==> src/rtl/bcd_adjust_seq.sv <==
// Multi-cycle decimal adjust for a packed-BCD word after binary ADD/SUB.
// One digit per clock, LSD first; Z80 DAA-compatible flags for DIGITS=2.
module bcd_adjust_seq #(
    parameter int DIGITS = 2
) (
    input  logic                  clk,
    input  logic                  notReset,
    input  logic                  start,
    input  logic                  sub,
    input  logic [4*DIGITS-1:0]   a_in,
    input  logic [DIGITS-1:0]     dc_in,
    output logic                  busy,
    output logic                  done,
    output logic [4*DIGITS-1:0]   result,
    output logic                  flag_s,
    output logic                  flag_z,
    output logic                  flag_h,
    output logic                  flag_pv,
    output logic                  flag_c,
    output logic                  flag_n
);

    localparam int W     = 4 * DIGITS;
    localparam int IDX_W = (DIGITS > 1) ? $clog2(DIGITS) : 1;

    localparam logic [1:0] IDLE = 2'd0;
    localparam logic [1:0] RUN  = 2'd1;
    localparam logic [1:0] DONE = 2'd2;

    logic [1:0]       state_reg;
    logic [W-1:0]     a_reg;
    logic [DIGITS-1:0] dc_reg;
    logic             sub_reg;
    logic [IDX_W-1:0] idx_reg;
    logic             g_reg;
    logic             k_reg;
    logic [W-1:0]     work_reg;
    logic [W-1:0]     result_reg;
    logic             flag_s_reg, flag_z_reg, flag_h_reg, flag_pv_reg, flag_c_reg, flag_n_reg;

    logic [3:0]       digit_cur;
    logic             dc_cur;
    logic             g_next;
    logic             corr;
    logic [4:0]       sum5;
    logic [4:0]       diff5;
    logic [3:0]       digit_out;
    logic             k_next;
    logic             last_digit;
    logic [W-1:0]     work_next;
    logic [3:0]       digit0;

    always_comb begin
        digit_cur = 4'd0;
        dc_cur    = 1'b0;
        for (int i = 0; i < DIGITS; i++) begin
            if (idx_reg == IDX_W'(i)) begin
                digit_cur = a_reg[4*i +: 4];
                dc_cur    = dc_reg[i];
            end
        end
    end

    // The g chain looks only at the original digits, never at corrected ones.
    assign g_next     = (digit_cur > 4'd9) | ((digit_cur == 4'd9) & g_reg);
    assign corr       = dc_cur | g_next;
    assign sum5       = {1'b0, digit_cur} + (corr ? 5'd6 : 5'd0) + {4'd0, k_reg};
    assign diff5      = {1'b0, digit_cur} - (corr ? 5'd6 : 5'd0) - {4'd0, k_reg};
    assign digit_out  = sub_reg ? diff5[3:0] : sum5[3:0];
    assign k_next     = sub_reg ? diff5[4] : sum5[4];
    assign last_digit = (idx_reg == IDX_W'(DIGITS - 1));
    assign digit0     = a_reg[3:0];

    generate
        for (genvar gi = 0; gi < DIGITS; gi++) begin : g_work
            assign work_next[4*gi +: 4] = (idx_reg == IDX_W'(gi)) ? digit_out : work_reg[4*gi +: 4];
        end
    endgenerate

    always_ff @(posedge clk) begin
        if (!notReset) begin
            state_reg   <= IDLE;
            a_reg       <= '0;
            dc_reg      <= '0;
            sub_reg     <= 1'b0;
            idx_reg     <= '0;
            g_reg       <= 1'b0;
            k_reg       <= 1'b0;
            work_reg    <= '0;
            result_reg  <= '0;
            flag_s_reg  <= 1'b0;
            flag_z_reg  <= 1'b0;
            flag_h_reg  <= 1'b0;
            flag_pv_reg <= 1'b0;
            flag_c_reg  <= 1'b0;
            flag_n_reg  <= 1'b0;
        end else begin
            case (state_reg)
                IDLE, DONE: begin
                    if (start) begin
                        a_reg     <= a_in;
                        dc_reg    <= dc_in;
                        sub_reg   <= sub;
                        idx_reg   <= '0;
                        g_reg     <= 1'b0;
                        k_reg     <= 1'b0;
                        work_reg  <= '0;
                        state_reg <= RUN;
                    end else begin
                        state_reg <= IDLE;
                    end
                end
                RUN: begin
                    work_reg <= work_next;
                    g_reg    <= g_next;
                    k_reg    <= k_next;
                    idx_reg  <= idx_reg + 1'b1;
                    // Visible outputs only change as the last digit completes.
                    if (last_digit) begin
                        state_reg   <= DONE;
                        result_reg  <= work_next;
                        flag_s_reg  <= work_next[W-1];
                        flag_z_reg  <= (work_next == '0);
                        flag_pv_reg <= ~^work_next;
                        flag_c_reg  <= corr;
                        flag_h_reg  <= sub_reg ? (dc_reg[0] & (digit0 < 4'd6)) : (digit0 > 4'd9);
                        flag_n_reg  <= sub_reg;
                    end
                end
                default: state_reg <= IDLE;
            endcase
        end
    end

    assign busy    = (state_reg == RUN);
    assign done    = (state_reg == DONE);
    assign result  = result_reg;
    assign flag_s  = flag_s_reg;
    assign flag_z  = flag_z_reg;
    assign flag_h  = flag_h_reg;
    assign flag_pv = flag_pv_reg;
    assign flag_c  = flag_c_reg;
    assign flag_n  = flag_n_reg;

endmodule

==> config.mk <==
export PLATFORM = sky130hd
export DESIGN_NAME = bcd_adjust_seq
export DESIGN_NICKNAME = d
export VERILOG_FILES = /design/src/rtl/bcd_adjust_seq.sv
export SDC_FILE = /design/constraint.sdc
export NUM_CORES = 1
export LEC_CHECK = 0
export ABC_AREA = 1
export CORE_AREA = 2 2 76 64
export CTS_CLUSTER_SIZE = 10
export DETAILED_ROUTE_END_ITERATION = 12
export DIE_AREA = 0 0 78 66
export PLACE_DENSITY_LB_ADDON = 0.12
export SYNTH_ARGS = -nofsm -noshare
export SYNTH_HDL_FRONTEND = slang
export SYNTH_SLANG_ARGS = --single-unit
==> constraint.sdc <==
create_clock -name clk -period 2.6 [get_ports clk]
set_input_delay 0.39 -clock clk [delete_from_list [all_inputs] [get_ports clk]]
set_output_delay 0.39 -clock clk [all_outputs]
set_load 0.01 [all_outputs]
==> results.sh <==
export IMPL_fmax_mhz=362
export IMPL_fin_setup_tns_ps=-230
export IMPL_avgViaCountPerCell=4.83
export IMPL_cap_violations=0
export IMPL_maxSlewHeadroom=0.659
export IMPL_drc=0
export IMPL_power_density_nw_per_um2=611
export IMPL_avgSynthCellArea_um2=7.47
export IMPL_cp_start_kind="flip-flop"
export IMPL_fin_ws_ps=-160
export IMPL_area_growth_pct=45.4
export IMPL_worst_pin_slew_ps=506
export IMPL_drv_slew=0
export IMPL_path_max_fanout=6
export IMPL_core_area_um2=4400
export IMPL_violations="negative setup slack"
export IMPL_syn_inst=272
export IMPL_peakVddDrop_mv=0.428
export IMPL_drt_iter0_drc=109
export IMPL_fin_nets=363
export IMPL_yosysSeqAreaShare=0.365
export IMPL_worstSkewPairLatency_ps=280
export IMPL_hold_viol=0
export IMPL_firstDrtPassIters=4
export IMPL_clkSlewWorstSetupHoldPaths_ps=80
export IMPL_final_cell_mix="nand2_1, dfxtp_1, buf_4"
export IMPL_preCtsSetupSlack_ps=-286
export IMPL_grt_pass1_wl_um=8420
export IMPL_ys_flop_type="dfxtp_1"
export IMPL_root_buffer="clkbuf_8"
export IMPL_antenna_left=0
export IMPL_skew_ps=4.26
export IMPL_yosysUniqueCellTypes=36
export IMPL_diodes=0
export IMPL_synth_nets=298
export IMPL_grt_use_total=0.205
export IMPL_drive_gt1_frac=0.325
export IMPL_wirelength_um=5190
export IMPL_yosys_warnings=0
export IMPL_regToRegSetupSlack_ps=-160
export IMPL_vias=1921
export IMPL_die_w_um=78
export IMPL_floorplan_rows=22
export IMPL_final_common_cell="nand2_1"
export IMPL_cts_sinks=37
export IMPL_crit_required_ps=2790
export IMPL_min_period_ps=2760
export IMPL_syn_area_um2=2030
export IMPL_critical_path_class="reg2reg"
export IMPL_synth_edff_count=0
export IMPL_critPathCaptureType="flip-flop"
export IMPL_cts_tree="done"
export IMPL_gp_congestion=0.827
export IMPL_wl_per_cell_um=13.0
export IMPL_p_leak_nw=1.24
export IMPL_finalSetupViolCount=3
export IMPL_die_h_um=66
export IMPL_ys_seq_elements=37
export IMPL_cts_htree_levels=2
export IMPL_grt_max_degree=24
export IMPL_cts_buffers=5
export IMPL_initial_core_util=0.461
export IMPL_ios=30
export IMPL_hold_path_class="reg2reg"
export IMPL_synthArstFlopShare=0
export IMPL_numPortBuffers=29
export IMPL_min_period_over_period=1.06
export IMPL_rsz0062_at_grt="true"
export IMPL_dieArea_um2=5150
export IMPL_grt_pass1_vias=1786
export IMPL_clock_path_buffers=2
export IMPL_worstPathArrival_ps=2950
export IMPL_antenna_found_initial=0
export IMPL_grt_ovfl_total=0
export IMPL_outcome="finished, violations left"
export IMPL_dp_hpwl_um=3620
[worst max-delay path, cell delays in order, from the launching register on]
cell	delay [ps]
dfxtp_4	380
inv_8	30
or2_1	210
o21ai_2	80
inv_2	50
nand2_2	60
nand3_2	80
nand2_2	100
nand2_4	90
inv_2	100
fa_1	410
nand2_1	80
nand2_2	90
nand2_2	90
o21ai_4	70
ha_4	270
nand3_1	70
nand2_1	90
inv_1	60
nand2_1	60
nand3_1	70
nand2_1	80
inv_1	30
[logic make-up after synthesis]
logic type               Yosys count  share of synthesized area
AO/OA/AOI/OAI                     59                      0.160
XOR/XNOR                           2                     0.0123
adder cells (fa/ha/maj)           12                     0.0813
buffers and inverters             39                     0.0831
flip-flops                        37                      0.365
AND/OR/NAND/NOR                  123                      0.299
[layout make-up]
cell class                      instances  area [µm²]
Timing Repair Buffer                   67         587
Fill cell                             386        1450
Tap cell                               60        75.1
Inverter                               30         123
Multi-Input combinational cell        196        1340
Clock buffer                            6        72.6
Clock inverter                          2        15.0
Sequential cell                        37         744
[per-layer routing]
| layer | track usage | wire [µm] | part of all wire |
|---|---|---|---|
| met5 | 0 | 0 | 0 |
| met4 | 0.0482 | 37 | 0.0071 |
| met3 | 0.0355 | 177 | 0.034 |
| met2 | 0.303 | 2290 | 0.44 |
| met1 | 0.310 | 2690 | 0.52 |
[cells in the mapped netlist, types with 2 or more instances]
library cell,instances,area share
nand3_2,5,0.025
o21ai_1,5,0.012
clkinv_1,2,0.0037
dfxtp_1,37,0.36
buf_2,3,0.0074
or2_1,2,0.0062
o211ai_1,2,0.0074
inv_2,6,0.011
nand3b_1,2,0.0074
a21boi_1,2,0.0074
nand3_1,20,0.049
clkbuf_1,4,0.0074
nand2_1,50,0.092
fa_1,2,0.020
a21oi_1,19,0.047
nand2_2,8,0.025
o21ai_0,24,0.059
nand2_4,5,0.028
a2bb2oi_1,2,0.0086
nor2_2,2,0.0062
or2_2,2,0.0062
inv_1,21,0.039
ha_1,10,0.062
nor2_1,25,0.046
[through the flow]
stage	hold slack [ps]	std cells	utilization	instance area, µm²	total power, mW
2_1_floorplan	438	272	-	2040	0.987
3_3_place_gp	449	383	0.589	2590	1.23
3_5_place_dp	455	383	0.589	2590	1.24
4_1_cts	467	394	0.634	2790	1.70
5_1_grt	486	398	0.671	2960	1.92
6_report	469	398	0.671	2960	1.81
[timing repair]
item / CTS / global route
gates resized for setup: 20 / 26
endpoints found under the hold margin: 0 / 0
setup endpoints to repair: 3 / 5
pin swaps: 6 / 11
hold buffers: 0 / 0
setup buffers: 3 / 4
[worst paths after layout]
| path | cells after the start | from | to |
|---|---|---|---|
| max | 22 | idx_reg$_SDFFE_PN0P_ | flag_pv$_SDFFE_PN0P_ |
| min | 2 | work_reg[3]$_SDFFE_PN0P_ | work_reg[3]$_SDFFE_PN0P_ |
| max reg2reg | 22 | idx_reg$_SDFFE_PN0P_ | flag_pv$_SDFFE_PN0P_ |
| min reg2reg | 2 | work_reg[3]$_SDFFE_PN0P_ | work_reg[3]$_SDFFE_PN0P_ |
[where the power goes]
group	internal, mW	switching [mW]	leakage, nW
Sequential	0.598	0.0274	0.303
Clock	0.189	0.212	0.0374
Combinational	0.384	0.397	0.897
Total	1.17	0.636	1.24
Power figures use the tool's default switching activity.
==> patch (same flow settings) <==
The parameter `DIGITS` goes from 2 to 8. Comments in the files are not updated.
--- a/src/rtl/bcd_adjust_seq.sv
+++ b/src/rtl/bcd_adjust_seq.sv
@@ -1,7 +1,7 @@
 // Multi-cycle decimal adjust for a packed-BCD word after binary ADD/SUB.
 // One digit per clock, LSD first; Z80 DAA-compatible flags for DIGITS=2.
 module bcd_adjust_seq #(
-    parameter int DIGITS = 2
+    parameter int DIGITS = 8
 ) (
     input  logic                  clk,
     input  logic                  notReset,
Ports: changed (resized a_in, dc_in and result); port bits go from 30 to 84. The function was not compared with the original's and may differ.
==> patch against the original RTL <==
  * The run now fails in 3_1_place_gp_skip_io
  * Area after synthesis rose to 3.0 times the old value
==> patch: results (changes against the original RTL) <==
| Metric | Value |
|---|---|
| # rows | 22 (unchanged) |
| Flops & latches, synth | 117 (was 37) |
| Synth cell types | 38 (was 36) |
| Synth Area in Adders | 5.004% (was 8.128%) |
| Xor/xnor share of the synthesized area | 0.4342% (was 1.232%) |
| Syn_nets | 940 (was 298) |
| Failing step | 3_1_place_gp_skip_io |
| Synth Area in Compound Gates | 14.68% (was 16.01%) |
| Syn_area_per_cell | 6.931 um2 (was 7.470 um2) |
| Async S/R FF share, synth | 0% (unchanged) |
| Commonest cells post-synth | 206 x nand2_1, 117 x dfxtp_1, 104 x nor2_1 (was 50 x nand2_1, 37 x dfxtp_1, 25 x nor2_1) |
| Synth warn | 0 (unchanged) |
| Outcome | aborted with a tool error (was finished with violations) |
| Leading post-synthesis cells by cell area | dfxtp_1 39%, nand2_1 13%, o21ai_0 8.3%, nor2_1 6.5%, nand3_1 6.2% (was dfxtp_1 36%, nand2_1 9.2%, ha_1 6.2%, o21ai_0 5.9%, nand3_1 4.9%) |
| Post-synthesis mux area share | 0% (unchanged) |
| Err | [ERROR FLW-0024] Place density exceeds 1.0 (current PLACE_DENSITY_LB_ADDON =  0.12). Please check if the value of  PLACE_DENSITY_LB_ADDON is between 0 and 0.99. |
| Seq/Total Area, Yosys | 38.71% (was 36.45%) |
## patch: kinds of logic after synthesis
group	after synthesis
AOI/OAI and AO/OA	165
xor gates and xnor gates	3
adders and majority gates	23
buffers and inverters	108
DFF	117
and+or+nand+nor	457
